`src/rtl/msg_rr_arbiter.sv`:
```
// rtl/msg_rr_arbiter.sv - round-robin merge of N_REQ sync/notify producers onto one held-message port
module msg_rr_arbiter #(
    parameter int N_REQ     = 4,
    parameter int DATA_W    = 32,
    parameter int MAX_BURST = 1,
    localparam int SRC_W    = (N_REQ > 1) ? $clog2(N_REQ) : 1
) (
    input  logic                    clk,
    input  logic                    rst,
    input  logic [N_REQ*DATA_W-1:0] req_data,
    input  logic [N_REQ-1:0]        req_sync,
    output logic [N_REQ-1:0]        req_notify,
    output logic [DATA_W-1:0]       out_data,
    output logic [SRC_W-1:0]        out_src,
    output logic                    out_notify,
    input  logic                    out_sync
);

    localparam int CNT_W = (MAX_BURST > 1) ? $clog2(MAX_BURST) : 1;
    localparam logic [CNT_W-1:0] CNT_MAX   = CNT_W'(MAX_BURST - 1);
    localparam logic [SRC_W-1:0] LAST_INIT = SRC_W'(N_REQ - 1);

    typedef enum logic {EMPTY = 1'b0, FULL = 1'b1} state_t;

    state_t            state;
    logic [SRC_W-1:0]  last;
    logic [CNT_W-1:0]  burst_cnt;
    logic [SRC_W-1:0]  winner;
    logic              burst_ok;
    logic              can_accept;
    logic              accept;

    // Burst keeps the previous winner; otherwise scan starts just after it.
    always_comb begin
        winner   = last;
        burst_ok = (MAX_BURST > 1) && req_sync[last] && (int'(burst_cnt) < MAX_BURST - 1);
        if (!burst_ok) begin
            for (int k = N_REQ; k >= 1; k--) begin
                if (req_sync[(int'(last) + k) % N_REQ])
                    winner = SRC_W'((int'(last) + k) % N_REQ);
            end
        end
    end

    assign can_accept = (state == EMPTY) | out_sync;
    assign accept     = can_accept & (|req_sync) & ~rst;
    assign req_notify = accept ? (N_REQ'(1) << winner) : '0;
    assign out_notify = (state == FULL);

    always_ff @(posedge clk or posedge rst) begin
        if (rst) begin
            state     <= EMPTY;
            out_data  <= '0;
            out_src   <= '0;
            last      <= LAST_INIT;
            burst_cnt <= '0;
        end else if (accept) begin
            state    <= FULL;
            out_data <= req_data[winner*DATA_W +: DATA_W];
            out_src  <= winner;
            last     <= winner;
            if (winner != last)
                burst_cnt <= '0;
            else if (burst_cnt != CNT_MAX)
                burst_cnt <= burst_cnt + CNT_W'(1);
        end else if (state == FULL && out_sync) begin
            state <= EMPTY;
        end
    end

endmodule

```
`config.mk`:
```
export PLATFORM = sky130hd
export DESIGN_NAME = msg_rr_arbiter
export DESIGN_NICKNAME = d
export VERILOG_FILES = /design/src/rtl/msg_rr_arbiter.sv
export SDC_FILE = /design/constraint.sdc
export NUM_CORES = 1
export LEC_CHECK = 0
export CORE_UTILIZATION = 36
export DETAILED_ROUTE_END_ITERATION = 10
export GPL_ROUTABILITY_DRIVEN = 0
export GPL_TIMING_DRIVEN = 0
export HOLD_SLACK_MARGIN = 0.15
export PLACE_DENSITY_LB_ADDON = 0.12
export SYNTH_ARGS = -nofsm -noshare
export SYNTH_HDL_FRONTEND = slang
export SYNTH_SLANG_ARGS = --single-unit
```
`constraint.sdc`:
```
create_clock -name clk -period 2.43 [get_ports clk]
set_clock_uncertainty 0.05 [all_clocks]
set_input_delay 0.3645 -clock clk [delete_from_list [all_inputs] [get_ports clk]]
set_output_delay 0.3645 -clock clk [all_outputs]
set_load 0.01 [all_outputs]
```
# Word level (Yosys, flattened, before mapping)
# Index checks and enable logic that the tools add are counted.
dict set report word_totals {
  reg_bits 37
  latchBits 0
  ram_bits 0
  mem_bits_ro 0
  in_bits 135
  out_inout_bits 39
  elab_cells 49
  n_memories 0
}
dict set report classes {
  n_addsub 4
  mul 0
  n_div 0
  magnitude_cmp 4
  eq_ne 0
  n_shift 2
  n_mux 19
  bitwise_logic 9
  n_reduce_logical 7
}
# operator n
set op_table {}
lappend op_table {{128-bit by 8-bit variable part select with 32-bit output} 1}
lappend op_table {{3-bit by 4-bit < comparator with 1-bit output, second input constant} 4}
lappend op_table {{1-bit two-way mux} 10}
lappend op_table {{1-bit binary-select mux with 2-bit select} 4}
lappend op_table {{2-bit two-way mux} 4}
lappend op_table {{2-bit OR reduction} 4}
lappend op_table {{2-bit by 1-bit adder with 2-bit output, second input constant} 2}
lappend op_table {{2-bit adder, second input constant} 2}
lappend op_table {{1-bit AND, first input constant} 4}
lappend op_table {{4-bit two-way mux} 1}
lappend op_table {{4-bit OR reduction} 1}
lappend op_table {{1-bit by 2-bit left shift with 4-bit output, first input constant} 1}
lappend op_table {{1-bit AND} 2}
lappend op_table {{1-bit NOT} 2}
lappend op_table {{2-bit nonzero test} 1}
lappend op_table {{1-bit logical AND} 1}
lappend op_table {{1-bit OR} 1}

# Logic depth before layout (Yosys ltp)
dict set report logic_depth {
  word_depth 12
  depth_mapped 7
  depth_no_buf 5
}

# Least setup slack after synthesis
# Ideal clock, no wire load.
dict set report synth_path {
  path_kind {register -> output}
  startpoint {register last[1]}
  endpoint {output port req_notify[1]}
  t_arrival_ns 1.741
  required_ns 2.016
  path_slack_ns 0.275
  path_stages_with_launch 6
  n_path_buf 2
  path_cell_list {dfstp_2 mux2_4 o221a_4 buf_6 buf_2 nor3_1}
}
dict set report synth_via {
  elab_chain_len 10
  word_cells_on_any_way 22
  classes_between {add/sub: 4; shift: 1; mux: 17}
}
# element line_no
set synth_lines {}
lappend synth_lines {{start, declared} 26} ;# logic [SRC_W-1:0] last;
lappend synth_lines {{start signal, assigned} 61} ;# last <= winner;
lappend synth_lines {{2-bit by 1-bit adder with 2-bit output} {39, 40}}
lappend synth_lines {{1-bit binary-select mux with 2-bit select} 39} ;# if (req_sync[(int'(last) + k) % N_REQ])
lappend synth_lines {{1-bit two-way mux (implied by the code) (2 in series)} 39}
lappend synth_lines {{2-bit two-way mux (3 in series)} 39}
lappend synth_lines {{2-bit two-way mux (*)} 39}
lappend synth_lines {{1-bit by 2-bit left shift with 4-bit output (*)} 47} ;# assign req_notify = accept ? (N_REQ'(1) << winner) : '0;
lappend synth_lines {{4-bit two-way mux (*)} 47}
lappend synth_lines {{end, declared} 12} ;# output logic [N_REQ-1:0] req_notify,
# Mark *: on every way between the ends. The rest lies on a longest branch, timed or not. The select of a mux whose other input is x is not followed.

# Worst setup path in the final report
dict set report layout_path {
  startpoint {input port req_sync[1]}
  endpoint {output port req_notify[0]}
}
dict set report layout_via {
  elab_chain_len 9
  word_cells_on_any_way 21
  classes_between {shift: 1; mux: 17; bitwise: 2; reduce/logical: 1}
}
# element line_no
set layout_lines {}
lappend layout_lines {{start, declared} 11} ;# input logic [N_REQ-1:0] req_sync,
lappend layout_lines {{1-bit binary-select mux with 2-bit select} 39}
lappend layout_lines {{1-bit two-way mux (implied by the code) (2 in series)} 39}
lappend layout_lines {{2-bit two-way mux (4 in series)} 39}
lappend layout_lines {{1-bit by 2-bit left shift with 4-bit output} 47}
lappend layout_lines {{4-bit two-way mux (*)} 47}
# Marks and branches as above.

==> summary.txt <==
Yosys
  • Net count after synthesis: 456
  • Area share of the largest cell type after synthesis: 0.335
  • Synth cell types: 34
  • Post-synthesis sequential element count: 37
  • Dominant cell type by area after synthesis: dfrtp_1
  • Number of standard cells after synthesis: 321
  • Mean cell area of the mapped netlist: 8.13 µm²
  • Cell area after synthesis: 2610 µm²
  • Yosys synthesis warning count: 0
  • Ranking of synthesized cells by area: dfrtp_1, nand2_1, a311oi_2
  • Sequential cell area fraction in the yosys report: 0.356

Clocking
  • Number of clock buffers inserted by TritonCTS: 5
  • Buffer type at the clock tree root: clkbuf_8
  • Number of clock sinks seen by CTS: 37
  • Number of H-tree levels: 2
  • Post-CTS clock slew at the launch and capture registers of the worst setup and hold paths: 70 ps
  • Clk Latency, worst-skew pair: 290 ps
  • Number of hold buffers added after cts: 0
  • Buffer depth of the longest clock path: 2
  • Clock tree from TritonCTS: yes

Power and ir drop
  • Logic pwr share: 0.599
  • Worst vdd ir: 0.000491 V
  • Switching portion of total power: 0.380
  • Power dissipated by switching net loads: 1.40 mW
  • Sequential fraction of design power: 0.284
  • Share of power burned in the clock network: 0.117
  • Leak: 1.99 nW
  • Overall power: 3.68 mW
  • Internal power of the cells: 2.28 mW
  • Power per unit of standard cell area: 795 nW/µm²

Die
  • Floorplan die width: 87.2 µm
  • CORE AREA: 6910 µm²
  • Chip Height: 87.2 µm
  • # IOs: 174
  • Initial core utilization: 0.378
  • Area enclosed by the die boundary: 7600 µm²
  • Standard-cell row count: 30

Drt
  • DRT Pass-1 Iters: 4
  • Routed Antenna Nets: 0
  • Total wire length: 9800 µm
  • Average via count per standard cell: 5.12
  • Via count: 3,093
  • Post-DR wirelength/cell: 16.2 µm
  • Total DRC errors in the routed layout: 0
  • Violation count after the first detailed-routing iteration: 75

Worst setup path
  • Slack of the worst reg-to-reg path: 260 ps
  • Type of element capturing the critical path: output port
  • Reg-to-reg critical path startpoint: last[1]$_DFFE_PP1P_
  • Startpoint-to-endpoint class of the critical path: primary input to output port
  • RR Endpoint: out_data[9]$_DFFE_PP0P_
  • Arrival time worst endpoint: 1940 ps
  • Worst path required time: 2020 ps
  • Category of the worst setup path launch point: primary input
  • Maximum fanout along the worst path: 5
  • Number of cells on the worst reg-to-reg path: 8

Finish
  • Proportion of layout cells with a drive suffix above 1: 0.165
  • Core occupancy in the finished layout: 0.671
  • Non-filler cells in the finished layout: 604
  • Post-layout nets: 642
  • Filler Cell Count: 594
  • Antenna cell count: 0
  • Relative area change from synthesis to final layout: 77.6%

Placed design
  • Post-detailed-placement half-perimeter wirelength: 7370 µm
  • Number of instances in the placed design: 590
  • Worst slack at placement: -535 ps
  • Port Buf Inserts: 173

STA
  • Part of the cycle the worst path needs: 0.970
  • Sum of negative setup slack: 0 ps
  • Smallest setup slack after layout: 74.1 ps
  • Final number of setup-violating endpoints: 0
  • Transition time at the pin with the least slew margin: 824 ps
  • Worst slew margin relative to its limit: 0.450
  • Max frequency: 0.424 GHz
  • Setup repair after global routing missed its margin: no
  • Final min period: 2360 ps
  • Final number of max-transition violations: 0
  • Final number of hold-violating endpoints: 0

Min path
  • Class of the tightest hold or removal check: flip-flop to flip-flop
  • Worst Hold End: out_src[0]$_DFFE_PP0P_
  • Number of stages on the worst hold path: 1
  • Worst Min Path Start: out_src[0]$_DFFE_PP0P_

Run
  • Number of maximum-capacitance violations: 0

GRT
  • Initial antenna violation count: 0
  • GRT overflow: 0
  • Wire length of the first global-routing pass: 15,100 µm
  • Maximum number of pins on one net before global-route repair: 38
  • All-layer global routing usage: 0.260
  • Number of global-route vias before repair: 3,138

Outcome
  • Outcome: complete, no violations
## registers in the layout, summed over array words and instances (netlist names)
signal / count
out_src: 2
last: 2
out_notify: 1
out_data: 32
## worst max path at each step
stage,from,end,slack [ps],depth (start not counted)
after global placement,req_sync[0],req_notify[3],-540,7
after global routing,last[1]$_DFFE_PP1P_,req_notify[3],3,4
after CTS,req_sync[2],out_data[21]$_DFFE_PP0P_,30,7
after floorplan,last[1]$_DFFE_PP1P_,req_notify[1],270,5
after detailed placement,req_sync[2],req_notify[1],-530,7
final,req_sync[1],req_notify[0],70,6
## final cells by class
cell class                 instances  area (µm²)  area share
buffer                            21         134      0.0289
timing repair buffer             181        1790       0.385
tap                               96         120      0.0259
inverter                           3        11.3     0.00243
multi-input combinational        258        1570       0.339
clock inverter                     2        10.0     0.00216
sequential                        37         928       0.200
clock buffer                       6        72.6      0.0157
## cells in the final DEF (no fill, tap or decap), drive strengths merged, types with 2 or more instances in the layout
cell,Yosys,routed
clkdlybuf4s15,0,2
dfrtp,35,35
nor3,5,5
a21oi,2,2
buf,21,28
clkbuf,2,9
clkdlybuf4s50,0,166
dlymetal6s2s,0,2
nand2,126,126
nor2,38,38
o21a,3,3
and3,32,32
a311oi,31,31
a211oi,2,2
inv,3,3
mux2,2,2
dfstp,2,2
nor4b,2,2
nand2b,2,2
nor2b,2,2
o21ai,3,3
clkinv,0,2
## routing by layer
layer  up-vias  global-route usage  share of wire
li1       1479                   -              -
met5         -                   0              0
met3        14              0.0436          0.064
met4         0              0.0790          0.019
met1      1481               0.310           0.41
met2       119               0.477           0.50
## power groups by stage
stage	Sequential [mW]	Clock, mW	Combinational [mW]
global route	1.08	0.471	2.38
global placement	1.05	0	2.10
finish	1.04	0.432	2.21
detailed placement	1.06	0	2.14
CTS	1.04	0.439	2.18
floorplan	1.16	0	1.00
## cell usage after synthesis
cell,instances
nor3_2,1
a311oi_2,27
and3_1,32
and2_1,1
o211ai_1,1
o21ai_1,1
nor2_1,38
o21a_1,3
mux2_4,2
a211oi_2,1
nand2b_1,2
nor3_1,4
inv_1,3
nor3b_1,1
nor2b_1,2
o221ai_4,1
nor4b_1,1
a311oi_1,4
buf_6,5
buf_1,2
o21ai_0,2
o221a_4,1
clkbuf_1,2
nand2_2,1
nor4_2,1
buf_2,14
a211oi_1,1
or3b_1,1
or3_1,1
a21oi_1,2
dfrtp_1,35
nor4b_2,1
nand2_1,125
dfstp_2,2
## kinds of logic (layout without fill, tap and decap cells)
family | count (synthesis) | after routing | share of synthesized area
compound gates | 44 | 44 | 0.215
simple gates | 212 | 212 | 0.359
flops | 37 | 37 | 0.356
mux | 2 | 2 | 0.0115
buf+inv | 26 | 213 | 0.0585
## stage by stage
| stage | cell area, µm² | hold WS (ps) |
|---|---|---|
| 6_report | 4640 | 455 |
| 5_1_grt | 4640 | 501 |
| 4_1_cts | 4570 | 465 |
| 3_5_place_dp | 4460 | 432 |
| 3_3_place_gp | 4460 | 438 |
| 2_1_floorplan | 2610 | 426 |
## repair_timing
item                                    4_1_cts  5_1_grt
hold endpoints to repair                      0        0
endpoints found under the setup margin        5       30
gates resized for setup                      20       11
setup buffers                                 2        6
pin swaps                                     1        1
## critical path, stage by stage
cell             delay [ps]
clkdlybuf4s50_1         510
nand2b_1                190
a21oi_4                 100
or3_4                   420
nor3_2                  120
clkdlybuf4s15_2         240
(Power assumes the default switching activity.)
==> RTL edit: new RTL, config.mk and constraints unchanged <==
Reset style: synchronous (`rst`), changed in one clocked block.
--- a/src/rtl/msg_rr_arbiter.sv
+++ b/src/rtl/msg_rr_arbiter.sv
@@ -47,7 +47,7 @@
     assign req_notify = accept ? (N_REQ'(1) << winner) : '0;
     assign out_notify = (state == FULL);
 
-    always_ff @(posedge clk or posedge rst) begin
+    always_ff @(posedge clk) begin
         if (rst) begin
             state     <= EMPTY;
             out_data  <= '0;
Function: differs if rst is asserted again (counterexample within 4 cycles, from zero or initial values and one cycle with rst high); with rst held inactive, the same outputs for 4 cycles.
==> RTL edit against the original RTL <==
- area after synthesis is 3.2% higher
- sequential cell count unchanged
- clock power up 33%
- die area rose by 3.1%
- highest routed layer unchanged
- routed wire length down 3.2%
- worst setup slack better by 29 ps
- power decreased by 34%
- final area grew 2.1%
- critical endpoint is now req_notify[1]
==> RTL edit: results (changes against the original RTL) <==
| Metric | Value |
|---|---|
| Drt first pass iters | 5 (was 4) |
| Worst IR Drop VDD | 244 uV (was 491 uV) |
| CP max stage delay | 340 ps (was 510 ps) |
| Distinct cells, synth | 31 (was 34) |
| Number of DRC markers in iteration 0 | 68 (was 75) |
| Pin count of the biggest net entering global routing | 12 (was 38) |
| Most used DFF post-synth | dfxtp_1 (was dfrtp_1) |
| Half-perimeter wire length after placement | 7300 um (was 7370 um) |
| Layout fillers | 637 (was 594) |
| Worst hold path depth | 2 (was 1) |
| Layout cells sized above 1 | 22.4% (was 16.5%) |
| Critical path peak fanout | 10 (was 5) |
| Asr flop ratio synth | 0% (was 100%) |
| Worst EP arrival | 1910 ps (was 1940 ps) |
| Slew @ Worst Pin | 602 ps (was 824 ps) |
| Syn Nets | 427 (was 456) |
| Outcome | completed (unchanged) |
| Final Non-Filler Cells | 577 (was 604) |
| Slowest-stage cell, CP | nor4_4 (was clkdlybuf4s50_1) |
| Placed insts | 564 (was 590) |
| Global-route wire length before repair | 14800 um (was 15100 um) |
| Top cells by area, synth | dfxtp_1, mux2_2, mux2i_1 (was dfrtp_1, nand2_1, a311oi_2) |
| Vias in the first global route | 3089 (was 3138) |
| Post-synth top cells | nand3_1, dfxtp_1, mux2i_1, mux2_2, nand2_1 (was nand2_1, nor2_1, dfrtp_1, and3_1, a311oi_2) |
| FF-to-FF path depth | 7 (was 8) |
| Via Count | 2979 (was 3093) |
-- RTL edit: cell types whose count changed in the layout (fill, tap and decap cells not counted), moves of 26 or more --
| cell | delta |
|---|---|
| mux2_2 | +31 |
| and3_1 | -32 |
| o211ai_2 | +26 |
| nor2_1 | -34 |
| a311oi_2 | -27 |
| dfxtp_1 | +37 |
| nand3_1 | +62 |
| nand2_1 | -97 |
| mux2i_1 | +33 |
| dfrtp_1 | -35 |
-- RTL edit: final timing paths --
| check | start | endpoint | slack [ps] |
|---|---|---|---|
| hold / removal | out_data[31] | out_data[31] | 420 |
| setup reg to reg | last[1] | out_data[2] | 390 |
| hold reg to reg | out_data[31] | out_data[31] | 420 |
| setup / recovery | req_sync[2] | req_notify[1] | 100 |
-- RTL edit: cell type report --
cell class / instances / area [sq um] / share of cell area [%]
Timing Repair Buffer: 179 / 1760 / 37.2
Clock inverter: 1 / 30.0 / 0.634
Multi-Input combinational cell: 226 / 1790 / 37.8
Clock buffer: 7 / 86.3 / 1.82
Tap cell: 99 / 124 / 2.62
Sequential cell: 37 / 741 / 15.6
Buffer: 28 / 203 / 4.28
-- RTL edit: kinds of logic after synthesis --
logic type | Yosys count | synth area share (%)
buffers and inverters | 29 | 7.24
and+or+nand+nor | 121 | 23.6
AOI/OAI and AO/OA | 40 | 16.0
DFF | 37 | 27.5
muxes | 65 | 25.6
-- RTL edit: repair_timing --
action	in CTS	in global routing
gates resized for setup	16	5
hold buffers	0	0
setup buffers	6	0
pin swaps	4	0
setup endpoints to repair	4	2
-- RTL edit: critical path, delay by kind of cell --
family                 cells  cell delay, ps
buffers and inverters      4             940
and+or+nand+nor            4             590
-- RTL edit: power by group through the flow --
stage	sequential, mW	combinational, mW	clock, mW
after CTS	0.760	1.12	0.584
after global routing	0.772	1.19	0.613
after detailed placement	0.772	1.09	0
after floorplan	0.813	0.505	0
final	0.760	1.11	0.576
after global placement	0.770	1.08	0
-- RTL edit: metal layers --
metal | wire, um | GRT usage [%] | up-vias
li1 | - | - | 1450
met4 | 189 | 7.33 | 0
met5 | 0 | 0 | -
met3 | 667 | 5.78 | 16
met2 | 4680 | 43.5 | 121
met1 | 3950 | 29.7 | 1392
-- RTL edit: per-stage QoR --
stage | hold slack (ps) | instance area (sq um)
3_5_place_dp | 413 | 4550
3_3_place_gp | 403 | 4550
6_report | 422 | 4730
2_1_floorplan | 449 | 2700
4_1_cts | 429 | 4730
5_1_grt | 446 | 4730
